$ cat src/rtl/game_ctrl.sv
// Game-flow controller: edge-detects start/pass/collision, runs the IDLE/PLAY/HIT/OVER flow,
// commands the BCD score block and keeps lives and a persistent high score.
module game_ctrl #(
   parameter int unsigned LIVES    = 3,
   parameter int unsigned HIT_HOLD = 50
) (
   input  logic        clk,
   input  logic        reset,
   input  logic        start,
   input  logic        pass_evt,
   input  logic        collision,
   input  logic [3:0]  thous,
   input  logic [3:0]  huns,
   input  logic [3:0]  tens,
   input  logic [3:0]  ones,
   output logic        score_clr,
   output logic        score_inc,
   output logic [2:0]  lives,
   output logic        playing,
   output logic        hit_active,
   output logic        game_over,
   output logic        new_high,
   output logic [15:0] hi_score
);

   typedef enum logic [1:0] {StIdle, StPlay, StHit, StOver} state_e;

   localparam logic [2:0]  LivesInit = 3'(LIVES);
   localparam logic [15:0] HoldInit  = 16'(HIT_HOLD);

   state_e      state_q, state_d;
   logic [2:0]  lives_q, lives_d;
   logic [15:0] hi_q, hi_d;
   logic [15:0] hold_q, hold_d;
   logic        clr_q, clr_d;
   logic        inc_q, inc_d;
   logic        new_high_q, new_high_d;
   logic        over_first_q, over_first_d;
   logic        start_prev_q, pass_prev_q, coll_prev_q;

   logic        start_ev, pass_ev, coll_ev;
   logic [15:0] score;
   logic        saturated;

   assign start_ev  = start & ~start_prev_q;
   assign pass_ev   = pass_evt & ~pass_prev_q;
   assign coll_ev   = collision & ~coll_prev_q;
   assign score     = {thous, huns, tens, ones};
   assign saturated = (score == 16'h9999);

   always_comb begin
      state_d      = state_q;
      lives_d      = lives_q;
      hi_d         = hi_q;
      hold_d       = hold_q;
      clr_d        = 1'b0;
      inc_d        = 1'b0;
      new_high_d   = new_high_q;
      over_first_d = 1'b0;
      case (state_q)
         StIdle: begin
            if (start_ev) begin
               clr_d   = 1'b1;
               lives_d = LivesInit;
               state_d = StPlay;
            end
         end
         StPlay: begin
            // A collision wins over a simultaneous pass.
            if (coll_ev) begin
               if (lives_q > 3'd1) begin
                  lives_d = lives_q - 3'd1;
                  hold_d  = HoldInit;
                  state_d = StHit;
               end else begin
                  lives_d      = 3'd0;
                  over_first_d = 1'b1;
                  state_d      = StOver;
               end
            end else if (pass_ev && !saturated) begin
               inc_d = 1'b1;
            end
         end
         StHit: begin
            if (pass_ev && !saturated) begin
               inc_d = 1'b1;
            end
            if (hold_q <= 16'd1) begin
               hold_d  = 16'd0;
               state_d = StPlay;
            end else begin
               hold_d = hold_q - 16'd1;
            end
         end
         StOver: begin
            // Digits are stable here: no increment is issued on the way into OVER.
            if (over_first_q && (score > hi_q)) begin
               hi_d       = score;
               new_high_d = 1'b1;
            end
            if (start_ev) begin
               clr_d      = 1'b1;
               lives_d    = LivesInit;
               new_high_d = 1'b0;
               state_d    = StPlay;
            end
         end
         default: state_d = StIdle;
      endcase
   end

   always_ff @(posedge clk) begin
      if (reset) begin
         state_q      <= StIdle;
         lives_q      <= LivesInit;
         hi_q         <= 16'd0;
         hold_q       <= 16'd0;
         clr_q        <= 1'b0;
         inc_q        <= 1'b0;
         new_high_q   <= 1'b0;
         over_first_q <= 1'b0;
         // Prev set high so a level held through reset is not an event.
         start_prev_q <= 1'b1;
         pass_prev_q  <= 1'b1;
         coll_prev_q  <= 1'b1;
      end else begin
         state_q      <= state_d;
         lives_q      <= lives_d;
         hi_q         <= hi_d;
         hold_q       <= hold_d;
         clr_q        <= clr_d;
         inc_q        <= inc_d;
         new_high_q   <= new_high_d;
         over_first_q <= over_first_d;
         start_prev_q <= start;
         pass_prev_q  <= pass_evt;
         coll_prev_q  <= collision;
      end
   end

   assign score_clr  = clr_q;
   assign score_inc  = inc_q;
   assign lives      = lives_q;
   assign playing    = (state_q == StPlay) || (state_q == StHit);
   assign hit_active = (state_q == StHit);
   assign game_over  = (state_q == StOver);
   assign new_high   = new_high_q;
   assign hi_score   = hi_q;

endmodule
$ cat config.mk
export PLATFORM = sky130hd
export DESIGN_NAME = game_ctrl
export DESIGN_NICKNAME = d
export VERILOG_FILES = /design/src/rtl/game_ctrl.sv
export SDC_FILE = /design/constraint.sdc
export NUM_CORES = 1
export LEC_CHECK = 0
export CAP_MARGIN = 20
export CORE_ASPECT_RATIO = 0.6
export CORE_MARGIN = 3
export CORE_UTILIZATION = 50
export CTS_CLUSTER_DIAMETER = 30
export DETAILED_ROUTE_END_ITERATION = 12
export GPL_TIMING_DRIVEN = 0
export PLACE_DENSITY = 0.79
export SKIP_LAST_GASP = 1
export SYNTH_ARGS = -nofsm -noshare
export SYNTH_HDL_FRONTEND = slang
export SYNTH_SLANG_ARGS = --single-unit
$ cat constraint.sdc
create_clock -name clk -period 2.43 [get_ports clk]
set_input_delay 0.6075 -clock clk [delete_from_list [all_inputs] [get_ports clk]]
set_output_delay 0.6075 -clock clk [all_outputs]
set_load 0.01 [all_outputs]
==> results by group <==
Worst setup path
  • Delay-heaviest family, CP: buffers and inverters
  • Crit end category: register
  • Max stage delay on crit path: 0.46 ns
  • Worst EP arrival: 2.59 ns
  • Critical Path RT: 2.66 ns
  • CP max-delay cell: clkdlybuf4s50_1
  • Worst Setup Start Kind: primary input
  • Worst-path maximum fanout: 9
  • WP buf/inv: 2
  • Critical-path cell list: clkdlybuf4s50_1 > ha_1 > nand4_1 > nor3_2 > a21boi_2 > o31a_1 > buf_12 > mux2i_1
  • Worst Setup Path Type: primary input to register

CTS
  • Clock latency at the later pin of the worst-skew pair: 0.30 ns
  • Clk buf depth: 2
  • Clock sink total: 44
  • Hold_buf cts: 0
  • H-tree levels: 2
  • CTS tree: yes
  • Reg clk slew, reported paths: 0.09 ns
  • CTS root buffer: clkbuf_8
  • CTS Buf Count: 5

Cells and area
  • # diodes: 0
  • Final nets: 382
  • Most frequent cells in the layout: 44 x dfxtp_1, 38 x nand2_1, 38 x clkdlybuf4s50_1, 25 x inv_1
  • Final core occ: 69.5%
  • Layout area overhead: 28.3%
  • Ratio of cells with drive above 1 in the final layout: 14.7%
  • Most common cell after layout, fill and taps aside: dfxtp_1

Yosys
  • Largest family of logic cells by synthesized area: simple AND/OR/NAND/NOR gates
  • Post-synthesis adder-cell area fraction: 10.6%
  • Synth Area in Compound Gates: 12.2%
  • EDFF count, synth: 0
  • Seq/Total Area, Yosys: 34.0%
  • Predominant post-synthesis flop cell: dfxtp_1
  • Ys async rst share: 0%
  • Synth Area in Simple Gates: about a quarter
  • Syn Inst Count: 287
  • Synth Area in XOR/XNOR: 4.06%
  • Cell area after synthesis: 2590 um^2
  • Area leader, netlist: dfxtp_1
  • Synth area leaders: dfxtp_1 34%, ha_1 11%, mux2i_1 6.6%
  • Cell variety after synth: between 50 and 60
  • Yosys top cell area share: 34.0%
  • Flip-flop and latch count after synthesis: 44
  • Synthesis warning total: 0
  • Post-synthesis mux area share: 6.58%
  • Post-Syn Nets: 330
  • Mean area per synthesized cell: 9.02 um^2

Timing
  • Final worst slack: 0.0664 ns
  • Slew Viols, Final: 0
  • Fmax: ~420 MHz
  • Slew margin rel.: between 60 and 70%
  • Measured slew at the worst slew-check pin: between 0.5 and 0.6 ns
  • Setup violators final: 0
  • Final hold viol count: 0
  • Clock skew: 0.00703 ns
  • Final cycle utilization of the critical path: 97.3%
  • Setup TNS Final: 0 ns
  • Minimum clock period after layout: roughly 2.4 ns

Power
  • Worst-case vdd ir drop: 0.695 mV
  • P_leak: approximately 1.3 nW
  • Clock power frac: 15.8%
  • Gate power share: 53.0%
  • Switching power: 1.29 mW
  • Power Internal: around 1.8 mW
  • Sequential share of power: a little under a third
  • Power Density: 925 nW/um^2
  • Pwr Total: 3.07 mW
  • Sw frac: between 40% and 50%

Routing
  • Vias/cell: 5.43
  • DRT antenna net count: 0
  • DR pass1 iterations: 4
  • DR DRC count: 0
  • Initial DRC Count: 140
  • Total Wirelength: 6270 um
  • Total number of vias: 2190
  • Avg WL per Cell: 15.6 um

Placed design
  • IO Port Bufs: 45
  • GPL Wtd Cong: 0.831
  • Pre-CTS setup slack: -0.417 ns
  • Post-DP HPWL: 4690 um

Floorplanning
  • IO Count: 46
  • Die area: 6100 um^2
  • Die H: about 62 um
  • DIE WIDTH: 98.9 um
  • Initial Util: 54.2%
  • Row count: 19
  • Core outline area: between 4000 and 5000 um^2

GRT
  • Total congestion overflow: 0
  • Initial antenna violation count: 0
  • First-pass GRT wire length: 9920 um
  • Vias in the first global route: 2064
  • Pin count of the biggest net entering global routing: 18
  • Tot GR Track Use: 20.5%

Hold path
  • Worst hold path class: register to register

Outcome
  • Status: complete, no violations

Run
  • Max-cap viol count: 0
-- metrics by stage --
| step | area, um^2 | hold slack [ns] | instances |
|---|---|---|---|
| after detailed placement | 3120 | 0.463 | 395 |
| after CTS | 3200 | 0.474 | 402 |
| after global routing | 3320 | 0.499 | 403 |
| final | 3320 | 0.476 | 403 |
| after global placement | 3120 | 0.457 | 395 |
| after floorplan | 2590 | 0.470 | 287 |
-- final cells by class --
cell class | instances | area, um^2
tap | 63 | 78.8
sequential | 44 | 881
timing repair buffer | 47 | 500
buffer | 10 | 66.3
clock inverter | 2 | 10.0
inverter | 25 | 93.8
fill | 370 | 1460
multi-input combinational | 206 | 1610
clock buffer | 6 | 82.6
-- worst reg2reg max path, cell delays in order (launching register included) --
cell      delay [ns]
dfxtp_1         0.36
inv_1           0.05
ha_1            0.30
nand4_1         0.21
nor3_2          0.28
a21boi_2        0.18
o31a_1          0.25
buf_12          0.18
mux2i_1         0.21
-- routing by layer --
layer / wire [um] / share of wire [%] / vias to the layer above / GRT usage (%)
li1: - / - / 1100 / -
met1: 3240 / 52 / 1018 / 30.4
met2: 2570 / 41 / 64 / 30.8
met3: 399 / 6.4 / 8 / 4.46
met4: 61 / 0.97 / 0 / 4.47
met5: 0 / 0 / - / 0
-- synthesized netlist by cell type, drive strengths merged, types with 2 or more instances --
master and number:
a211oi 2, a21o 3, a21oi 8, a22oi 2
a31oi 5, and2b 2, buf 5, clkbuf 7
dfxtp 44, ha 22, inv 25, mux2i 17
nand2 39, nand2b 3, nand3 6, nand4 9
nor2 27, nor2b 2, nor3 6, nor4 4
nor4b 3, nor4bb 2, o211ai 4, o21a 2
o21ai 5, or2 4, xnor2 6, xor2 6
-- power by group through the flow --
stage	sequential [mW]	combinational [mW]	clock [mW]
after detailed placement	0.972	1.56	0
after global placement	0.967	1.53	0
after CTS	0.955	1.57	0.489
after global routing	0.978	1.78	0.526
after floorplan	0.951	1.24	0
final	0.959	1.63	0.484
-- cell families (layout without fill, tap and decap cells) --
group | count (synthesis) | after routing
buffers and inverters | 37 | 90
muxes | 17 | 17
and+or+nand+nor | 114 | 114
xor gates and xnor gates | 12 | 12
AOI/OAI and AO/OA | 41 | 41
DFF | 44 | 44
adders and majority gates | 22 | 22
-- path summary, 6_finish.rpt --
check                               endpoint          from  slack (ns)  cells past startpoint
worst max-delay path            hi_score[14]       tens[3]        0.07                      8
worst min-delay path             hi_score[9]   hi_score[9]        0.48                      2
worst max register to register  hi_score[14]  hi_score[10]        0.32                      8
worst min register to register   hi_score[9]   hi_score[9]        0.48                      2
-- state kept, by name, summed over array words and instances, names as in the netlist --
signal and cells:
coll_prev_q 1, hi_score 16, hold_q 16, lives 3
new_high 1, over_first_q 1, pass_prev_q 1, score_clr 1
score_inc 1, start_prev_q 1, state_q 2
-- repair_timing --
action                                 4_1_cts  5_1_grt
endpoints found under the hold margin        0        0
setup endpoints to repair                   11       19
pin swaps                                    2        9
cloned                                       0        1
resized for setup                            0       17
buffers inserted                             1        0
No activity file was read; power rests on OpenSTA's default activity.
